==> src/rtl/demux_stream_1to2_if.sv <==
// demux_stream_1to2_if: handshake bundle for the 1-to-2 stream demux.
//   Input side : din, sel, in_valid (producer -> demux), in_ready (demux -> producer)
//   Output side: dout_n, out_valid_n (demux -> consumer n), out_ready_n (consumer n -> demux)
//   Debug      : xfer_cnt_n, the count of words popped from channel n
// slave is the demux's view of the bundle; master is the producer/consumer view.
interface demux_stream_1to2_if #(
  parameter int WIDTH = 1,
  parameter int CNT_W = 8
);
  logic [WIDTH-1:0] din;
  logic             sel;
  logic             in_valid;
  logic             in_ready;
  logic [WIDTH-1:0] dout_0;
  logic [WIDTH-1:0] dout_1;
  logic             out_valid_0;
  logic             out_valid_1;
  logic             out_ready_0;
  logic             out_ready_1;
  logic [CNT_W-1:0] xfer_cnt_0;
  logic [CNT_W-1:0] xfer_cnt_1;

  modport slave (
    input  din, sel, in_valid, out_ready_0, out_ready_1,
    output in_ready, dout_0, dout_1, out_valid_0, out_valid_1,
           xfer_cnt_0, xfer_cnt_1
  );

  modport master (
    output din, sel, in_valid, out_ready_0, out_ready_1,
    input  in_ready, dout_0, dout_1, out_valid_0, out_valid_1,
           xfer_cnt_0, xfer_cnt_1
  );
endinterface

==> src/rtl/demux_stream_1to2.sv <==
// demux_stream_1to2: registered 1-to-2 valid/ready demultiplexer.
// Each input word is steered to channel sel (ROUND_ROBIN=0) or to an internal
// alternating pointer (ROUND_ROBIN=1). Each channel has its own 2-entry FIFO,
// so a stalled consumer only blocks words targeted at its own channel.
// Ports:
//   clk   : single clock, rising edge
//   rst_n : asynchronous active-low reset
//   bus   : demux_stream_1to2_if.slave (input stream, two output streams,
//           per-channel pop counters)

// Per-channel 2-entry FIFO with pop counter. The head register drives dout
// directly, so output is registered (no push-to-output bypass).
module demux_fifo2 #(
  parameter int WIDTH = 1,
  parameter int CNT_W = 8
) (
  input  logic             clk,
  input  logic             rst_n,
  input  logic             push_i,
  input  logic [WIDTH-1:0] din_i,
  input  logic             ready_i,
  output logic             full_o,
  output logic             valid_o,
  output logic [WIDTH-1:0] dout_o,
  output logic [CNT_W-1:0] cnt_o
);
  logic [1:0]       count_q, count_d;
  logic [WIDTH-1:0] head_q, head_d;
  logic [WIDTH-1:0] tail_q, tail_d;
  logic [CNT_W-1:0] cnt_q, cnt_d;
  logic             pop;

  assign pop = (count_q != 2'd0) && ready_i;

  always_comb begin
    count_d = count_q;
    head_d  = head_q;
    tail_d  = tail_q;
    cnt_d   = cnt_q + CNT_W'(pop);
    // The parent never pushes while full, so push+pop here implies count==1.
    case ({push_i, pop})
      2'b10: begin
        if (count_q == 2'd0) head_d = din_i;
        else                 tail_d = din_i;
        count_d = count_q + 2'd1;
      end
      2'b01: begin
        // Leaving one word: tail moves up. Emptying: head keeps its last value.
        if (count_q == 2'd2) head_d = tail_q;
        count_d = count_q - 2'd1;
      end
      2'b11: head_d = din_i;
      default: ;
    endcase
  end

  always_ff @(posedge clk or negedge rst_n) begin
    if (!rst_n) begin
      count_q <= 2'd0;
      head_q  <= '0;
      tail_q  <= '0;
      cnt_q   <= '0;
    end else begin
      count_q <= count_d;
      head_q  <= head_d;
      tail_q  <= tail_d;
      cnt_q   <= cnt_d;
    end
  end

  assign full_o  = (count_q == 2'd2);
  assign valid_o = (count_q != 2'd0);
  assign dout_o  = head_q;
  assign cnt_o   = cnt_q;
endmodule

module demux_stream_1to2 #(
  parameter int WIDTH       = 1,
  parameter int ROUND_ROBIN = 0,
  parameter int CNT_W       = 8
) (
  input logic                 clk,
  input logic                 rst_n,
  demux_stream_1to2_if.slave  bus
);
  localparam int NUM_LANES = 2;

  logic                                  rr_ptr_q, rr_ptr_d;
  logic                                  tgt;
  logic                                  in_rdy;
  logic                                  accept;
  logic [NUM_LANES-1:0]                  full;
  logic [NUM_LANES-1:0]                  push;
  logic [NUM_LANES-1:0]                  valid;
  logic [NUM_LANES-1:0]                  rdy;
  logic [NUM_LANES-1:0][WIDTH-1:0]       dout;
  logic [NUM_LANES-1:0][CNT_W-1:0]       cnt;

  // in_ready depends only on the target and the FIFO state, never on
  // out_ready: a full channel refuses even if it pops this same cycle.
  assign tgt    = (ROUND_ROBIN != 0) ? rr_ptr_q : bus.sel;
  assign in_rdy = !full[tgt];
  assign accept = bus.in_valid && in_rdy;

  always_comb begin
    push      = '0;
    push[tgt] = accept;
  end

  // Pointer advances only on an accepted word, so a refused word is retried
  // on the same channel.
  assign rr_ptr_d = rr_ptr_q ^ (accept && (ROUND_ROBIN != 0));

  always_ff @(posedge clk or negedge rst_n) begin
    if (!rst_n) rr_ptr_q <= 1'b0;
    else        rr_ptr_q <= rr_ptr_d;
  end

  assign rdy = {bus.out_ready_1, bus.out_ready_0};

  for (genvar l = 0; l < NUM_LANES; l++) begin : g_lane
    demux_fifo2 #(.WIDTH(WIDTH), .CNT_W(CNT_W)) u_fifo (
      .clk     (clk),
      .rst_n   (rst_n),
      .push_i  (push[l]),
      .din_i   (bus.din),
      .ready_i (rdy[l]),
      .full_o  (full[l]),
      .valid_o (valid[l]),
      .dout_o  (dout[l]),
      .cnt_o   (cnt[l])
    );
  end

  assign bus.in_ready    = in_rdy;
  assign bus.dout_0      = dout[0];
  assign bus.dout_1      = dout[1];
  assign bus.out_valid_0 = valid[0];
  assign bus.out_valid_1 = valid[1];
  assign bus.xfer_cnt_0  = cnt[0];
  assign bus.xfer_cnt_1  = cnt[1];
endmodule

==> src/flat_wrapper.sv <==
// flat-port wrapper written by rule: the top's interface ports become plain ports
module demux_stream_1to2_flat 
#(
  parameter int WIDTH       = 1,
  parameter int ROUND_ROBIN = 0,
  parameter int CNT_W       = 8
)
  (clk, rst_n, bus_din, bus_sel, bus_in_valid, bus_out_ready_0, bus_out_ready_1, bus_in_ready, bus_dout_0, bus_dout_1, bus_out_valid_0, bus_out_valid_1, bus_xfer_cnt_0, bus_xfer_cnt_1);
  demux_stream_1to2_if #(.WIDTH(WIDTH), .CNT_W(CNT_W)) bus_i ();
  input logic clk;
  input logic rst_n;
  input wire logic [$bits(bus_i.din)-1:0] bus_din;
  input wire logic [$bits(bus_i.sel)-1:0] bus_sel;
  input wire logic [$bits(bus_i.in_valid)-1:0] bus_in_valid;
  input wire logic [$bits(bus_i.out_ready_0)-1:0] bus_out_ready_0;
  input wire logic [$bits(bus_i.out_ready_1)-1:0] bus_out_ready_1;
  output wire logic [$bits(bus_i.in_ready)-1:0] bus_in_ready;
  output wire logic [$bits(bus_i.dout_0)-1:0] bus_dout_0;
  output wire logic [$bits(bus_i.dout_1)-1:0] bus_dout_1;
  output wire logic [$bits(bus_i.out_valid_0)-1:0] bus_out_valid_0;
  output wire logic [$bits(bus_i.out_valid_1)-1:0] bus_out_valid_1;
  output wire logic [$bits(bus_i.xfer_cnt_0)-1:0] bus_xfer_cnt_0;
  output wire logic [$bits(bus_i.xfer_cnt_1)-1:0] bus_xfer_cnt_1;
  assign bus_i.din = bus_din;
  assign bus_i.sel = bus_sel;
  assign bus_i.in_valid = bus_in_valid;
  assign bus_i.out_ready_0 = bus_out_ready_0;
  assign bus_i.out_ready_1 = bus_out_ready_1;
  assign bus_in_ready = bus_i.in_ready;
  assign bus_dout_0 = bus_i.dout_0;
  assign bus_dout_1 = bus_i.dout_1;
  assign bus_out_valid_0 = bus_i.out_valid_0;
  assign bus_out_valid_1 = bus_i.out_valid_1;
  assign bus_xfer_cnt_0 = bus_i.xfer_cnt_0;
  assign bus_xfer_cnt_1 = bus_i.xfer_cnt_1;
  demux_stream_1to2 #(.WIDTH(WIDTH), .ROUND_ROBIN(ROUND_ROBIN), .CNT_W(CNT_W)) u_core (.clk(clk), .rst_n(rst_n), .bus(bus_i));
endmodule
==> config.mk <==
export PLATFORM = sky130hd
export DESIGN_NAME = demux_stream_1to2_flat
export DESIGN_NICKNAME = d
export VERILOG_FILES = /design/src/rtl/demux_stream_1to2_if.sv /design/src/rtl/demux_stream_1to2.sv /design/src/flat_wrapper.sv
export SDC_FILE = /design/constraint.sdc
export NUM_CORES = 1
export LEC_CHECK = 0
export ABC_CLOCK_PERIOD_IN_PS = 1900
export BUFFER_PORTS_ARGS = -buffer_cell sky130_fd_sc_hd__clkbuf_2
export CORE_ASPECT_RATIO = 0.8
export CORE_MARGIN = 10
export CORE_UTILIZATION = 25
export CTS_CLUSTER_SIZE = 16
export DETAILED_ROUTE_END_ITERATION = 6
export GPL_TIMING_DRIVEN = 1
export SETUP_SLACK_MARGIN = 0.02
export SYNTH_ARGS = -nofsm -noshare
export SYNTH_HDL_FRONTEND = slang
export SYNTH_HIERARCHICAL = 1
export SYNTH_SLANG_ARGS = --single-unit
==> constraint.sdc <==
create_clock -name clk -period 1.9 [get_ports clk]
set_input_delay 0.095 -clock clk [delete_from_list [all_inputs] [get_ports clk]]
set_output_delay 0.095 -clock clk [all_outputs]
set_load 0.02 [all_outputs]
==> results.md, run 1 <==
Global route:
- The overall routing resource usage is 0.06394.
- The via count of the first global-routing pass came to 829.
- The overall overflow remaining after global route is 0.
- The first global-routing pass estimated 3.946 mm of wire.
- The initial antenna violation count is 0.
- Entering global routing, the biggest net connects 25 pins.

Power and ir drop:
- The leakage component of the power is 0.8059 nW.
- Of the total power, registers draw 0.353.
- Total power for the finished layout comes to between 0.002 and 0.003 W.
- For this design the ratio of total power to cell area is 1639 nW/um2.
- The maximum ir drop on the vdd rail is between 0.0005 and 0.0006 V.
- Of the total power, combinational logic draws 0.520.
- The internal power summed over all cells is between 0.0015 and 0.002 W.
- Of the total power, the share spent switching nets is 0.3930.
- The net switching power is 0.001035 W.
- The share of power burned in the clock network is 0.127.

Clock network:
- In this run the number of H-tree levels came out at 1.
- The clock network latency to the later pin of the worst-skew pair is 0.26 ns.
- The number of buffers on the longest clock path is 2.
- The TritonCTS sink count is 24.
- Clock-pin slew was measured on the worst setup and hold paths at roughly 0.08 ns.
- The CTS tree is built.
- Clock tree synthesis selected as its root buffer the cell sky130_fd_sc_hd__clkbuf_8.
- The total CTS buffers is 3.

Logic synthesis:
- The post-synthesis sequential area ratio is 0.5200.
- By area the synthesized netlist is led by sky130_fd_sc_hd__dfrtp_1 (52%), sky130_fd_sc_hd__ha_1 (8.7%), sky130_fd_sc_hd__xnor2_1 (7.6%).
- Of all cell types, the one taking the most synthesized area is sky130_fd_sc_hd__dfrtp_1.
- The number of warnings issued by yosys is 6.
- The area of the mapped netlist is 1155 um2.
- The per-instance average area after synthesis is about 12 um2.
- The total nets after synthesis is 110.
- In this run, synthesis produced a sequential element count of 24.
- The distinct cell type count of the synthesized netlist is 20.
- Of the post-synthesis cell area, the dominant cell type holds 0.5200.
- The cell count after synthesis came out at 95.

Layout:
- The number of fillers in the final layout is 463.
- Leaving out fill and tap cells, the most frequent cell in the layout is sky130_fd_sc_hd__clkbuf_2.
- In the final layout, the multi-input gates occupy 604.3 um2.
- Summing all non-filler instances in the final layout gives an area of 1608 um2.
- The final net count is 158.
- Leaving out fill and tap cells, the most frequent cells in the layout are sky130_fd_sc_hd__clkbuf_2 (27), sky130_fd_sc_hd__dfrtp_1 (24), sky130_fd_sc_hd__buf_4 (15).
- The number of antenna diodes in the final layout is 0.
- The fraction of final layout cells with drive strength greater than 1 is 0.4507.
- The area growth from synthesis to layout is 39.22%.
- Summing all flip-flop and latch instances after layout gives ~600 um2.

Detailed routing:
- For this block, the routed nets add up to 2.532 mm of wire.
- The first detailed-routing pass ran for 4 iterations.
- Using the TritonRoute via totals, the vias-per-cell ratio works out to 4.114.
- In the routed design, unresolved DRC markers number 0.
- The detail route stage leaves a number of antenna-violating nets equal to 0.
- The number of DRC violations after detailed-routing iteration 0 is 3.
- The average wire per cell in the routed design is approximately 13 um.
- The routed layout has 831 vias.

Timing:
- The max-slew violation count came to 0.
- Setup violations remaining at the end of the flow were counted as 0.
- Hold timing on the final database bottoms out at a slack of 0.1421 ns.
- For the pin with the worst max-slew slack, the measured transition is 0.6127 ns.
- Setup repair after global routing could not meet its margin everywhere.
- The final critical-path required period is 1.864 ns.
- The setup skew after layout is about 0.0030 ns.
- The final-report hold violation count came to 0.
- Dividing the final minimum period by the clock period gives 0.9812.
- Derived from the worst setup path, the maximum achievable clock frequency is 536.4 MHz.
- In this run the tightest slew margin relative to its limit is 0.5915.

Worst setup path:
- The depth of the most critical reg-to-reg path is 7.
- The category of the most critical setup path is reg2reg.
- The data arrival at the endpoint of the critical path is 2.01 ns.
- STA classifies the critical path endpoint as a flip-flop.
- The critical path ends at u_core/g_lane[1].u_fifo/dout_o.
- The internal reg-to-reg setup slack is roughly 0.036 ns.
- The startpoint identified for the worst register-to-register timing path is u_core/g_lane[1].u_fifo/count_q[0].
- The largest fanout of any net on the critical path is 4.
- For the worst setup path, the data required time is 2.05 ns.
- STA classifies the critical path startpoint as a flip-flop.
- The endpoint of the worst-slack reg-to-reg timing path is u_core/g_lane[1].u_fifo/dout_o.
- Tracing the worst setup path back leads to its startpoint at u_core/g_lane[1].u_fifo/count_q[0].

Floorplanning:
- The number of placement rows is 22.
- The count of boundary I/O pins is 28.
- The initial utilization of the core area, before any placement, comes to 0.2558.
- The die is 95.99 um wide.
- The vertical die dimension is ~81 um.
- The total die area is 7755 um2.
- The total area inside the core boundary comes to 4514 um2.

Placement:
- Routability-driven placement finished with a final weighted congestion of 0.8189.
- Port buffering added 27 buffers.
- After detailed placement, the total cell area comes to 1453 um2.
- Detailed placement finished with a half-perimeter wire length of 1.944 mm.

Run status:
- The flow ran to the end, and the final reports show no timing, DRC or antenna violations.

Worst hold path:
- The worst hold path passes through 2 cells.
- The worst hold path begins at bus_din.
- The type of the tightest min-delay check is in2reg.

Run:
- Across the run, the number of max-cap violations was 0.
## worst max-delay path, cell delays in order (launching register included)
cell	delay, ns
sky130_fd_sc_hd__dfrtp_1	0.42
sky130_fd_sc_hd__nor2b_2	0.13
sky130_fd_sc_hd__and3b_2	0.23
sky130_fd_sc_hd__inv_2	0.06
sky130_fd_sc_hd__ha_4	0.15
sky130_fd_sc_hd__and3b_1	0.18
sky130_fd_sc_hd__a211o_1	0.29
sky130_fd_sc_hd__mux2_4	0.30
## area by class of cell
| class | count | area share |
|---|---|---|
| Tap cell | 60 | 0.04669 |
| Clock buffer | 4 | 0.03424 |
| Multi-Input combinational cell | 67 | 0.3759 |
| Inverter | 4 | 0.009339 |
| Sequential cell | 24 | 0.3735 |
| Timing Repair Buffer | 43 | 0.1603 |
## routing by layer
metal  global-route usage  routed length [um]  part of all wire  vias to the layer above
met5                    0                   0                 0                        -
met4              0.01765                  11            0.0043                        0
met3              0.02949                 228             0.090                        2
met2               0.1081                1262              0.50                       18
met1              0.07104                1030              0.41                      398
li1                     -                   -                 -                      413
## synthesized netlist by cell type, drive strengths merged
cell type,number
a211o,2
and2,2
and3,2
and3b,3
dfrtp,24
ha,8
inv,4
mux2,6
mux2i,1
nand2,6
nand3,6
nor2,4
nor2b,2
nor3,2
nor3b,1
nor4b,2
or2,2
xnor2,10
xor2,8
## power groups by stage
stage | Combinational (W) | Clock (W) | Sequential [W]
final | 0.00137 | 0.000334 | 0.000930
after global routing | 0.00149 | 0.000372 | 0.000969
after CTS | 0.00130 | 0.000350 | 0.000931
after detailed placement | 0.00122 | 0 | 0.000948
after global placement | 0.00119 | 0 | 0.000933
after floorplan | 0.000579 | 0 | 0.00112
## metrics by stage
step	util	TNS [ns]	instances	setup WS (ns)
5_1_grt	0.3562	-0.03885	202	-0.03711
6_report	0.3562	0	202	0.03572
3_3_place_gp	0.3218	0	190	0.03420
3_5_place_dp	0.3218	-0.02539	190	-0.02539
4_1_cts	0.3440	0	197	0.01777
2_1_floorplan	-	0	95	0.003008
## how the worst min path moves through the flow
stage	to	slack (ns)
finish	u_core/g_lane[0].u_fifo/tail_q	0.14
global route	u_core/g_lane[0].u_fifo/tail_q	0.14
CTS	u_core/g_lane[0].u_fifo/tail_q	0.14
detailed placement	u_core/g_lane[1].u_fifo/cnt_o[7]	0.14
global placement	u_core/g_lane[1].u_fifo/cnt_o[1]	0.12
floorplan	u_core/g_lane[0].u_fifo/cnt_o[0]	-0.20
## flip-flops by register name, summed over array words and instances (netlist names)
| register | flops |
|---|---|
| u_core/g_lane.u_fifo/dout_o | 2 |
| u_core/g_lane.u_fifo/count_q | 4 |
| u_core/g_lane.u_fifo/cnt_o | 16 |
| u_core/g_lane.u_fifo/tail_q | 2 |
## what timing repair did
| action | in CTS | in global routing |
|---|---|---|
| hold endpoints to repair | 24 | 0 |
| resized for setup | 2 | 6 |
| hold buffers | 1 | 0 |
| pin swaps | 1 | 5 |
| endpoints found under the setup margin | 2 | 2 |
| buffers inserted | 2 | 5 |
## cells by family after synthesis
group	after synthesis	synth area share
and+or+nand+nor	32	0.1549
xor gates and xnor gates	18	0.1365
muxes	7	0.07367
adders and majority gates	8	0.08668
DFF	24	0.5200
AOI/OAI and AO/OA	2	0.01517
buffers and inverters	4	0.01300
Note: power is estimated with default switching activity, not from simulation.
==> inputs of run 2 (changes only) <==
--- a/config.mk
+++ b/config.mk
@@ -5,6 +5,7 @@
 export SDC_FILE = /design/constraint.sdc
 export NUM_CORES = 1
 export LEC_CHECK = 0
+export ABC_AREA = 1
 export ABC_CLOCK_PERIOD_IN_PS = 1900
 export BUFFER_PORTS_ARGS = -buffer_cell sky130_fd_sc_hd__clkbuf_2
 export CORE_ASPECT_RATIO = 0.8
@@ -13,6 +14,7 @@
 export CTS_CLUSTER_SIZE = 16
 export DETAILED_ROUTE_END_ITERATION = 6
 export GPL_TIMING_DRIVEN = 1
+export PLACE_DENSITY = 0.54
 export SETUP_SLACK_MARGIN = 0.02
 export SYNTH_ARGS = -nofsm -noshare
 export SYNTH_HDL_FRONTEND = slang
==> run 2 against run 1 <==
  * Worst hold slack worse by 0.048 ns
  * Maximum frequency up 6.6%
  * Register-to-register slack better by 0.12 ns
  * Critical path depth up 1
  * Critical endpoint is now u_core/g_lane[1].u_fifo/count_q[1]
  * Largest cell class is now sequential cells
==> results.md, run 2 <==
Power and ir drop:
- The maximum ir drop on the vdd rail is 0.0006446 V (+25%).
- The internal power summed over all cells is 0.001280 W (-20%).
- The sequential share of power was 0.421 (+0.068).
- The leakage component of the power is 0.7917 nW (-1.8%).
- The combinational cell fraction of total power was 0.452 (-0.068).
- The switching fraction of total power is 0.4504 (+0.05738).
- The net switching power is 0.001049 W (+1.3%).
- The share of power burned in the clock network is 0.127 (about the same).
- The power per cell area came to 1569 nW/um2 (-4.2%).

Global route:
- The initial antenna violation count is 0 (unchanged).
- The via count of the first global-routing pass came to 890 (+7.4%).
- The first-pass GRT wire length is 4.326 mm (+9.6%).
- The overall overflow remaining after global route was 0 (unchanged).
- The overall routing resource usage was 0.06398 (about the same).
- The maximum number of pins on one net before global-route repair is 25 (unchanged).

Run:
- The number of violations of the max-capacitance limit is 0 (unchanged).

Floorplanning:
- The initial core utilization came to 0.2628 (+0.006955).
- The total die area is 8104 um2 (+4.5%).
- The number of placement rows is 22 (unchanged).
- The area of the core is 4652 um2 (+3.0%).
- The count of boundary I/O pins is 28 (unchanged).
- The chip width is 98.18 um (+2.3%).
- The vertical die dimension is 82.55 um (+2.2%).

Logic synthesis:
- The distinct cell type count of the synthesized netlist is 15 (-25%).
- The total nets after synthesis is 150 (+36%).
- The top-area cell type share of the netlist area came to 0.4913 (-0.02874).
- Ranked by total cell area, the synthesized netlist is headed by sky130_fd_sc_hd__dfrtp_1 (49%), sky130_fd_sc_hd__nand2_1 (11%), sky130_fd_sc_hd__ha_1 (8.2%).
- By count the netlist is led by sky130_fd_sc_hd__nand2_1 (36), sky130_fd_sc_hd__dfrtp_1 (24), sky130_fd_sc_hd__inv_1 (17).
- The number of warnings issued by yosys is 6 (unchanged).
- The area of the mapped netlist came to 1222 um2 (+5.9%).
- In the synthesized netlist the dominant register cell turns out to be sky130_fd_sc_hd__dfrtp_1.
- The post-synthesis sequential area ratio is 0.4913 (-0.02874).
- The number of enable-type register cells in the synthesized netlist came to 0 (unchanged).
- sky130_fd_sc_hd__nand2_1 is the most common cell in the netlist.
- The cell count after synthesis is 135 (+42%).
- Of all cell types, the one taking the most synthesized area is sky130_fd_sc_hd__dfrtp_1.
- The async set-or-reset flop fraction in the synthesized netlist is 1.000 (unchanged).
- The per-instance average area after synthesis is 9.055 um2 (-26%).
- The flip-flop and latch count after synthesis is 24 (unchanged).

Clock network:
- The TritonCTS sink count came to 24 (unchanged).
- The number of instances resized during post-cts repair is 0 (-2).
- The clock network latency to the later pin of the worst-skew pair is 0.26 ns (about the same).
- The number of H-tree branching levels was 1 (unchanged).
- The buffer type at the clock tree root is sky130_fd_sc_hd__clkbuf_8.
- The clock-pin slew on the worst setup and hold paths was 0.08 ns (about the same).
- The total CTS buffers is 3 (unchanged).
- The hold-fix buffer count after cts came to 1 (unchanged).
- The number of buffers on the longest clock path is 2 (unchanged).
- The number of buffers inserted by post-CTS setup repair is 0 (-2).
- TritonCTS built the clock tree.

Worst setup path:
- The nature of the critical path endpoint is a flip-flop.
- The worst setup path is of the reg2reg kind.
- The required time of the critical path is 2.05 ns (about the same).
- The largest fanout of any net on the critical path is 7 (+3).
- The internal reg-to-reg setup slack came to 0.15 ns (+0.12 ns).
- The launching element type of the critical path is a flip-flop.
- The data arrival at the endpoint of the critical path is 1.90 ns (-0.11 ns).

Detailed routing:
- The antenna violation net count after detailed routing is 0 (unchanged).
- The remaining design rule violation count is 0 (unchanged).
- The post-detailed-route via-to-cell ratio is 4.058 (-1.4%).
- The number of DRC violations after detailed-routing iteration 0 is 11 (+8).
- The total wire length after detailed routing is 2.451 mm (-3.2%).
- The average wire per cell in the routed design was 10.85 um (-13%).
- The detailed-router iteration count before antenna repair was 4 (unchanged).
- The vias after detailed routing was 917 (+10%).

Layout:
- The count of antenna diodes in the layout is 0 (unchanged).
- The commonest non-fill, non-tap cell in the layout is sky130_fd_sc_hd__nand2_1.
- The area growth from synthesis to layout is 21.39%.
- The final net count is 183 (+16%).
- The cell area after layout was 1484 um2 (-7.7%).
- The fraction of final layout cells with drive strength greater than 1 is 0.2651 (-0.1856).
- The number of fillers in the final layout is 514 (+11%).
- The number of flip-flops in the largest register is 16 (unchanged).
- Leaving out fill and tap cells, the most frequent cells in the layout are sky130_fd_sc_hd__nand2_1 (36), sky130_fd_sc_hd__clkbuf_2 (27), sky130_fd_sc_hd__dfrtp_1 (24).

Placement:
- The HPWL after detailed placement was 1.979 mm (+1.8%).
- The number of buffers added on ports came to 27 (unchanged).
- The standard cell area after detailed placement is 1433 um2 (-1.4%).
- The last weighted congestion value of the routability-driven placer is 0.7638 (-6.7%).

Timing:
- The accumulated negative setup slack is 0 ns (unchanged).
- The max-slew violation count was 0 (unchanged).
- The achievable frequency was 572.0 MHz (+6.6%).
- The worst slew margin relative to its limit is 0.5763 (-0.01528).
- Setup repair after global routing left no endpoint under its margin.
- The part of the cycle the worst path needs is 0.9201 (-0.06114).
- The final-report hold violation count was 0 (unchanged).
- The slew at the pin closest to its max-slew limit was 0.6356 ns (+0.02292 ns).
- The setup-violating endpoint count in the final report is 0 (unchanged).
- The final critical-path required period is 1.748 ns (-0.1162 ns).
- The setup skew after layout is 0.001324 ns (-0.001646 ns).

Worst hold path:
- The type of the tightest min-delay check is in2reg.

Run status:
- The run finished with clean final reports.
==> run 2: cell types whose count changed after synthesis, sizes merged, moves of 6 or more <==
| cell | change |
|---|---|
| inv | +15 |
| mux2 | -6 |
| nand2 | +33 |
| nand3b | +6 |
| nor2 | +6 |
| o21ai | +8 |
| xnor2 | -6 |
==> run 2: cells by family (layout without fill, tap and decap cells) <==
family	count (synthesis)	after routing	synth area share
AOI/OAI and AO/OA	8	8	0.04503
xor gates and xnor gates	12	12	0.08598
adders and majority gates	8	8	0.08189
buffers and inverters	22	53	0.06755
DFF	24	24	0.4913
and+or+nand+nor	61	61	0.2283
==> run 2: metal layers <==
layer | share of wire | routed length [um] | vias up | track usage
met1 | 0.50 | 1225 | 420 | 0.08558
met4 | 0.0041 | 10 | 0 | 0.008571
met3 | 0.069 | 169 | 2 | 0.03320
met5 | 0 | 0 | - | 0
met2 | 0.43 | 1047 | 17 | 0.09145
li1 | - | - | 478 | -
==> run 2: final cells by class <==
cell class              instances  area, um2  share of cell area
well taps                      60      75.07             0.05059
inverters                      22      82.58             0.05565
flip-flops and latches         24      600.6              0.4047
multi-input cells              89      539.3              0.3634
repair buffers                 28      145.1             0.09781
clock buffers                   3      41.29             0.02782
==> run 2: stage by stage <==
stage          power, W  setup WS [ns]  cells    util  hold WS (ns)
3_3_place_gp   0.002047         0.1700    222  0.3080        0.1581
4_1_cts        0.002391         0.1567    226  0.3190       0.08830
3_5_place_dp   0.002075         0.1689    222  0.3080        0.1607
2_1_floorplan  0.001709         0.3653    135       -       -0.2006
6_report       0.002328         0.1519    226  0.3190       0.09405
5_1_grt        0.002569        0.03086    226  0.3190        0.1036
==> run 2: power by group through the flow <==
stage	combinational [W]	sequential (W)	clock (W)
after CTS	0.00108	0.000986	0.000321
after global routing	0.00119	0.00103	0.000344
after floorplan	0.000559	0.00115	0
after global placement	0.00106	0.000984	0
after detailed placement	0.00108	0.000998	0
final	0.00105	0.000980	0.000296
==> run 2: worst paths after layout <==
path	from	endpoint	cells past startpoint
max in group asynchronous	rst_n	u_core/g_lane[1].u_fifo/cnt_o[4]	2
min in group asynchronous	rst_n	u_core/g_lane[0].u_fifo/tail_q	2
hold / removal	bus_din	u_core/g_lane[1].u_fifo/tail_q	3
hold reg to reg	u_core/g_lane[0].u_fifo/dout_o	u_core/g_lane[0].u_fifo/dout_o	2
setup / recovery	u_core/g_lane[1].u_fifo/count_q[0]	u_core/g_lane[1].u_fifo/count_q[1]	8
setup reg to reg	u_core/g_lane[1].u_fifo/count_q[0]	u_core/g_lane[1].u_fifo/count_q[1]	8
==> run 2: critical path, cell delays in order (launching register included) <==
cell and delay (ns):
sky130_fd_sc_hd__dfrtp_1 0.50, sky130_fd_sc_hd__nor2_1 0.09, sky130_fd_sc_hd__inv_1 0.06, sky130_fd_sc_hd__nand2_1 0.06, sky130_fd_sc_hd__nor2_1 0.22, sky130_fd_sc_hd__inv_1 0.08
sky130_fd_sc_hd__ha_1 0.32, sky130_fd_sc_hd__nand3b_1 0.17, sky130_fd_sc_hd__xor2_1 0.14
